[src/rtl/yokyo_mem_pkg.sv]
// Shared encodings and lane helpers for the core-to-AXI4-lite memory bridge.
// Pure functions so the sizing rules live in one place.
package yokyo_mem_pkg;

    localparam logic [1:0] SIZE_B = 2'd0;
    localparam logic [1:0] SIZE_H = 2'd1;
    localparam logic [1:0] SIZE_W = 2'd2;

    typedef enum logic [2:0] {
        IDLE,
        AR,
        R,
        AW_W,
        B,
        RESP
    } state_e;

    function automatic logic [3:0] strb_of(
        input logic [1:0] size,
        input logic [1:0] a
    );
        logic [3:0] s;
        case (size)
            SIZE_B:  s = 4'b0001 << a;
            SIZE_H:  s = 4'b0011 << a;
            SIZE_W:  s = 4'b1111;
            default: s = 4'b0000;
        endcase
        return s;
    endfunction

    function automatic logic [31:0] wlane(
        input logic [1:0]  size,
        input logic [31:0] d
    );
        logic [31:0] w;
        case (size)
            SIZE_B:  w = {4{d[7:0]}};
            SIZE_H:  w = {2{d[15:0]}};
            default: w = d;
        endcase
        return w;
    endfunction

    function automatic logic [31:0] rext(
        input logic [1:0]  size,
        input logic        sgn,
        input logic [1:0]  a,
        input logic [31:0] rdata
    );
        logic [31:0] lane;
        logic [31:0] r;
        lane = rdata >> {a, 3'b000};
        case (size)
            SIZE_B:  r = {{24{sgn & lane[7]}}, lane[7:0]};
            SIZE_H:  r = {{16{sgn & lane[15]}}, lane[15:0]};
            default: r = lane;
        endcase
        return r;
    endfunction

    function automatic logic misaligned(
        input logic [1:0] size,
        input logic [1:0] a
    );
        logic m;
        case (size)
            SIZE_H:  m = a[0];
            SIZE_W:  m = (a != 2'b00);
            default: m = 1'b0;
        endcase
        return m;
    endfunction

endpackage

[src/rtl/mem_lane_align.sv]
// Combinational byte-lane logic: write strobes, store replication
// and load lane extraction with sign/zero extension.
module mem_lane_align
    import yokyo_mem_pkg::*;
(
    input  logic [1:0]  size_i,
    input  logic        sgn_i,
    input  logic [1:0]  addr_i,
    input  logic [31:0] wdata_i,
    input  logic [31:0] rdata_i,
    output logic [3:0]  wstrb_o,
    output logic [31:0] wdata_o,
    output logic [31:0] rdata_o
);

    always_comb begin
        wstrb_o = strb_of(size_i, addr_i);
        wdata_o = wlane(size_i, wdata_i);
        rdata_o = rext(size_i, sgn_i, addr_i, rdata_i);
    end

endmodule

[src/rtl/mem_axi_bridge.sv]
// Single-outstanding bridge from the core load/store port to AXI4-lite.
// Requests are pre-checked for size, alignment and range before any bus traffic.
module mem_axi_bridge
    import yokyo_mem_pkg::*;
#(
    parameter logic [31:0] ADDR_LIMIT = 32'h8000_0000
) (
    input  logic        clk,
    input  logic        rstn,
    input  logic        req_valid,
    output logic        req_ready,
    input  logic        req_we,
    input  logic [1:0]  req_size,
    input  logic        req_signed,
    input  logic [31:0] req_addr,
    input  logic [31:0] req_wdata,
    output logic        resp_valid,
    output logic [31:0] resp_rdata,
    output logic        resp_err,
    output logic [31:0] m_axi_araddr,
    output logic        m_axi_arvalid,
    input  logic        m_axi_arready,
    input  logic [31:0] m_axi_rdata,
    input  logic [1:0]  m_axi_rresp,
    input  logic        m_axi_rvalid,
    output logic        m_axi_rready,
    output logic [31:0] m_axi_awaddr,
    output logic        m_axi_awvalid,
    input  logic        m_axi_awready,
    output logic [31:0] m_axi_wdata,
    output logic [3:0]  m_axi_wstrb,
    output logic        m_axi_wvalid,
    input  logic        m_axi_wready,
    input  logic [1:0]  m_axi_bresp,
    input  logic        m_axi_bvalid,
    output logic        m_axi_bready
);

    state_e      state_q, state_d;
    logic        we_q, we_d;
    logic [1:0]  size_q, size_d;
    logic        sgn_q, sgn_d;
    logic [31:0] addr_q, addr_d;
    logic [31:0] wdata_q, wdata_d;
    logic        arvalid_q, arvalid_d;
    logic        rready_q, rready_d;
    logic        awvalid_q, awvalid_d;
    logic        wvalid_q, wvalid_d;
    logic        bready_q, bready_d;
    logic        err_q, err_d;
    logic [31:0] rdata_q, rdata_d;
    logic        resp_valid_q, resp_valid_d;
    logic [31:0] resp_rdata_q, resp_rdata_d;
    logic        resp_err_q, resp_err_d;

    logic        pre_err;
    logic        aw_done;
    logic        w_done;
    logic [3:0]  lane_strb;
    logic [31:0] lane_wdata;
    logic [31:0] lane_rdata;

    mem_lane_align u_align (
        .size_i  (size_q),
        .sgn_i   (sgn_q),
        .addr_i  (addr_q[1:0]),
        .wdata_i (wdata_q),
        .rdata_i (m_axi_rdata),
        .wstrb_o (lane_strb),
        .wdata_o (lane_wdata),
        .rdata_o (lane_rdata)
    );

    assign pre_err = (req_size == 2'd3)
                  || misaligned(req_size, req_addr[1:0])
                  || (req_addr >= ADDR_LIMIT);

    assign aw_done = !awvalid_q || m_axi_awready;
    assign w_done  = !wvalid_q || m_axi_wready;

    always_comb begin
        state_d      = state_q;
        we_d         = we_q;
        size_d       = size_q;
        sgn_d        = sgn_q;
        addr_d       = addr_q;
        wdata_d      = wdata_q;
        arvalid_d    = arvalid_q;
        rready_d     = rready_q;
        awvalid_d    = awvalid_q;
        wvalid_d     = wvalid_q;
        bready_d     = bready_q;
        err_d        = err_q;
        rdata_d      = rdata_q;
        resp_valid_d = 1'b0;
        resp_rdata_d = resp_rdata_q;
        resp_err_d   = resp_err_q;
        unique case (state_q)
            IDLE: begin
                if (req_valid) begin
                    we_d    = req_we;
                    size_d  = req_size;
                    sgn_d   = req_signed;
                    addr_d  = req_addr;
                    wdata_d = req_wdata;
                    rdata_d = '0;
                    err_d   = pre_err;
                    if (pre_err) begin
                        state_d = RESP;
                    end else if (req_we) begin
                        awvalid_d = 1'b1;
                        wvalid_d  = 1'b1;
                        state_d   = AW_W;
                    end else begin
                        arvalid_d = 1'b1;
                        state_d   = AR;
                    end
                end
            end
            AR: begin
                if (m_axi_arready) begin
                    arvalid_d = 1'b0;
                    rready_d  = 1'b1;
                    state_d   = R;
                end
            end
            R: begin
                if (m_axi_rvalid) begin
                    rready_d = 1'b0;
                    rdata_d  = lane_rdata;
                    err_d    = (m_axi_rresp == 2'b10) || (m_axi_rresp == 2'b11);
                    state_d  = RESP;
                end
            end
            AW_W: begin
                if (m_axi_awready) awvalid_d = 1'b0;
                if (m_axi_wready)  wvalid_d  = 1'b0;
                // Both channels may finish on the same edge
                if (aw_done && w_done) begin
                    bready_d = 1'b1;
                    state_d  = B;
                end
            end
            B: begin
                if (m_axi_bvalid) begin
                    bready_d = 1'b0;
                    err_d    = (m_axi_bresp == 2'b10) || (m_axi_bresp == 2'b11);
                    state_d  = RESP;
                end
            end
            RESP: begin
                resp_valid_d = 1'b1;
                resp_rdata_d = rdata_q;
                resp_err_d   = err_q;
                state_d      = IDLE;
            end
            default: state_d = IDLE;
        endcase
    end

    always_ff @(posedge clk or negedge rstn) begin
        if (!rstn) begin
            state_q      <= IDLE;
            we_q         <= 1'b0;
            size_q       <= 2'd0;
            sgn_q        <= 1'b0;
            addr_q       <= '0;
            wdata_q      <= '0;
            arvalid_q    <= 1'b0;
            rready_q     <= 1'b0;
            awvalid_q    <= 1'b0;
            wvalid_q     <= 1'b0;
            bready_q     <= 1'b0;
            err_q        <= 1'b0;
            rdata_q      <= '0;
            resp_valid_q <= 1'b0;
            resp_rdata_q <= '0;
            resp_err_q   <= 1'b0;
        end else begin
            state_q      <= state_d;
            we_q         <= we_d;
            size_q       <= size_d;
            sgn_q        <= sgn_d;
            addr_q       <= addr_d;
            wdata_q      <= wdata_d;
            arvalid_q    <= arvalid_d;
            rready_q     <= rready_d;
            awvalid_q    <= awvalid_d;
            wvalid_q     <= wvalid_d;
            bready_q     <= bready_d;
            err_q        <= err_d;
            rdata_q      <= rdata_d;
            resp_valid_q <= resp_valid_d;
            resp_rdata_q <= resp_rdata_d;
            resp_err_q   <= resp_err_d;
        end
    end

    assign req_ready     = (state_q == IDLE);
    assign resp_valid    = resp_valid_q;
    assign resp_rdata    = resp_rdata_q;
    assign resp_err      = resp_err_q;
    assign m_axi_araddr  = {addr_q[31:2], 2'b00};
    assign m_axi_arvalid = arvalid_q;
    assign m_axi_rready  = rready_q;
    assign m_axi_awaddr  = {addr_q[31:2], 2'b00};
    assign m_axi_awvalid = awvalid_q;
    // Strobes only mean something while a write beat is offered
    assign m_axi_wstrb   = wvalid_q ? lane_strb : 4'b0000;
    assign m_axi_wdata   = lane_wdata;
    assign m_axi_wvalid  = wvalid_q;
    assign m_axi_bready  = bready_q;

endmodule

[config.mk]
export PLATFORM = sky130hd
export DESIGN_NAME = mem_axi_bridge
export DESIGN_NICKNAME = d
export VERILOG_FILES = /design/src/rtl/yokyo_mem_pkg.sv /design/src/rtl/mem_lane_align.sv /design/src/rtl/mem_axi_bridge.sv
export SDC_FILE = /design/constraint.sdc
export NUM_CORES = 1
export LEC_CHECK = 0
export ABC_AREA = 0
export CELL_PAD_IN_SITES_DETAIL_PLACEMENT = 0
export CELL_PAD_IN_SITES_GLOBAL_PLACEMENT = 1
export CORE_ASPECT_RATIO = 1.1
export CORE_MARGIN = 4
export CORE_UTILIZATION = 36
export DETAILED_ROUTE_END_ITERATION = 8
export PLACE_DENSITY_LB_ADDON = 0.1
export SKIP_LAST_GASP = 1
export SLEW_MARGIN = 20
export SYNTH_ARGS = -nofsm -noshare
export SYNTH_HDL_FRONTEND = slang
export SYNTH_SLANG_ARGS = --single-unit
export TNS_END_PERCENT = 5
[constraint.sdc]
create_clock -name clk -period 5.36 [get_ports clk]
set_clock_uncertainty 0.1 [all_clocks]
set_input_delay 0.536 -clock clk [delete_from_list [all_inputs] [get_ports clk]]
set_output_delay 0.536 -clock clk [all_outputs]
set_load 0.01 [all_outputs]
==> metrics.md <==
| Metric | Value |
|---|---|
| Die X | `142 µm` |
| Final number of hold-violating endpoints | `0` |
| Area grow syn2layout | `38.2%` |
| Total CTS buffers | `17` |
| Synth Flop Type | `dfrtp_1` |
| Dominant cells by area after synthesis | `dfrtp_1, nand2_1, buf_4` |
| Register area share after synthesis | `50.3%` |
| Starting density of the core | `36.8%` |
| Dpl hpwl | `14,200 µm` |
| CP Capture Type | `primary output` |
| Tmin final | `3.33 ns` |
| Synthesized cell area | `7070 µm²` |
| DR iter-0 viols | `316` |
| Clock root cell | `clkbuf_16` |
| Layout cells sized above 1 | `6.71%` |
| Worst setup SP type | `flop` |
| Cts repair resizes | `0` |
| R2r startpoint | `state_q[1]$_DFFE_PN0P_` |
| Vias in the first global route | `6,023` |
| HP Class | `in2async` |
| Clock Tree Buf Depth | `2` |
| Status | `complete, no violations` |
| Die height | `155 µm` |
| P_leak | `4.59 nW` |
| First-pass GRT wire length | `32,000 µm` |
| Hold-fix buffers, CTS | `0` |
| YS warnings | `0` |
| Setup_tns | `0 ns` |
| Commonest non-fill, non-tap cells in the layout | `nand2_1, clkdlybuf4s50_1, dfrtp_1` |
| Vias | `5,844` |
| Max_cap viols | `0` |
| Post-synth EDFFs | `0` |
| Post-synth top area cell | `dfrtp_1` |
| Vias per cell | `4.81` |
| Period utilisation layout | `62.2%` |
| Slew margin rel. | `33.8%` |
| DRC Markers | `0` |
| Mean Syn Cell Area | `8.83 µm²` |
| WP data arrival | `2.70 ns` |
| Drt wl/cell | `16.5 µm` |
| Fmax | `0.300 GHz` |
| Largest net degree at the start of global routing | `83` |
| Global placer's final weighted congestion | `0.879` |
| Post-synth cell types | `45` |
| DR pass1 iterations | `4` |
| Initial antenna violation count | `0` |
| I/O pins | `252` |
| Final cell count without fillers | `1,215` |
| Sink Count | `142` |
| H-Tree Depth | `4` |
| Count of final max-slew check failures | `0` |
| VDD IR max | `0.300 mV` |
| Critical path fanouts, max | `30` |
| CTS tree | `done` |
| Wirelength, routed | `20,100 µm` |
| Yosys top cell area share | `50.3%` |
| Worst-margin pin slew | `0.987 ns` |
| #FFs+latches synth | `142` |
| Commonest non-fill, non-tap cell in the layout | `nand2_1` |
| Placeable Area | `19,200 µm²` |
| CP required | `4.72 ns` |
| Clock transition at the registers of the reported paths | `0.06 ns` |
| Syn Inst Count | `801` |
| Die area | `21,900 µm²` |
| Synth async-reset ratio | `100%` |
| Core Util, Final | `50.8%` |
| GRT Total Usage | `18.3%` |
| RSZ-0062 raised after global routing | `false` |
| R2R Path End | `resp_rdata[7]$_DFFE_PN0P_` |
| Number of port buffers | `245` |
| Reg2Reg Depth | `5` |
| PwrDens | `605 nW/µm²` |
| Ant. Diodes | `0` |
| Total congestion overflow | `0` |
| Num rows | `53` |
| # nets final | `1,070` |
| Setup slack, reg-to-reg | `2.65 ns` |
| Clk_lat worst skew | `0.42 ns` |
| Setup violators final | `0` |
| Remaining antenna violation count | `0` |
| CP Class | `reg2out` |
| Postcts setup bufs | `0` |
| Total placed cells including tap cells | `1,183` |
==> cell type report <==
| cell class | count | area, µm² |
|---|---|---|
| Clock buffer | 17 | 425 |
| Clock inverter | 15 | 174 |
| Fill cell | 1792 | 9460 |
| Inverter | 5 | 18.8 |
| Multi-Input combinational cell | 537 | 2790 |
| Sequential cell | 142 | 3550 |
| Tap cell | 247 | 309 |
| Timing Repair Buffer | 252 | 2510 |
==> per-stage QoR <==
step | area, µm² | total power, mW | hold WS (ns) | worst slack, ns
2_1_floorplan | 7080 | 3.59 | 0.140 | 3.28
6_report | 9770 | 5.92 | 0.0618 | 2.03
3_5_place_dp | 9170 | 4.77 | 0.354 | 2.47
4_1_cts | 9770 | 6.01 | 0.0887 | 1.98
5_1_grt | 9770 | 6.33 | 0.109 | 1.82
3_3_place_gp | 9170 | 4.73 | 0.349 | 2.46
==> cells by family after synthesis <==
kind of cell             Yosys count  share of synthesized area [%]
AO/OA/AOI/OAI                    101                           9.45
adder cells (fa/ha/maj)            3                          0.531
buffers and inverters            125                           10.9
flip-flops                       142                           50.3
multiplexers                      43                           6.57
other                              1                         0.0530
AND/OR/NAND/NOR                  386                           22.3
==> Yosys cell counts, types with 5 or more instances <==
master,count
nand2_1,342
dfrtp_1,142
buf_4,73
clkbuf_1,31
a21oi_1,30
o21ai_0,29
mux2i_1,25
mux2_2,17
a221o_1,16
nand3b_1,11
buf_2,9
a22o_1,8
nor2_1,8
nand2b_1,6
buf_1,5
nor2b_1,5
==> registers in the layout, summed over array words and instances (netlist names) <==
name and cells:
err_q 1, resp_err 1, wdata_q 32, state_q 3, resp_valid 1, m_axi_awvalid 1
m_axi_bready 1, m_axi_arvalid 1, addr_q 32, sgn_q 1, size_q 2, m_axi_wvalid 1
m_axi_rready 1, resp_rdata 32, rdata_q 32
==> worst max-delay path by stage <==
stage / startpoint / slack (ns) / end / cells past startpoint
global route: size_q[1]$_DFFE_PN0P_ / 1.82 / m_axi_wdata[8] / 4
detailed placement: m_axi_rvalid / 2.47 / rdata_q[31]$_DFFE_PN0P_ / 6
floorplan: addr_q[0]$_DFFE_PN0P_ / 3.28 / m_axi_wstrb[2] / 6
finish: size_q[1]$_DFFE_PN0P_ / 2.03 / m_axi_wdata[8] / 4
CTS: size_q[1]$_DFFE_PN0P_ / 1.98 / m_axi_wstrb[0] / 4
global placement: size_q[1]$_DFFE_PN0P_ / 2.46 / m_axi_wstrb[0] / 4
==> critical path, stage by stage, from the launching register on <==
cell and delay [ns]:
dfrtp_1 0.74, nor2_1 0.77, nand2_1 0.11, nand2_1 0.09
clkdlybuf4s50_1 0.58
==> power by group <==
part           switching (mW)  leakage [nW]  total, mW  internal [mW]
clock                   0.506         0.287       1.21          0.702
sequential              0.444          1.84       1.97           1.53
combinational            1.29          2.46       2.74           1.45
==> routing by layer <==
| layer | vias up | global-route usage (%) | share of wire (%) |
|---|---|---|---|
| met4 | 0 | 5.12 | 1.3 |
| met1 | 2796 | 22.7 | 42 |
| li1 | 2852 | - | - |
| met2 | 178 | 31.0 | 49 |
| met5 | - | 0 | 0 |
| met3 | 18 | 5.69 | 7.1 |
Note: power is estimated with default switching activity, not from simulation.
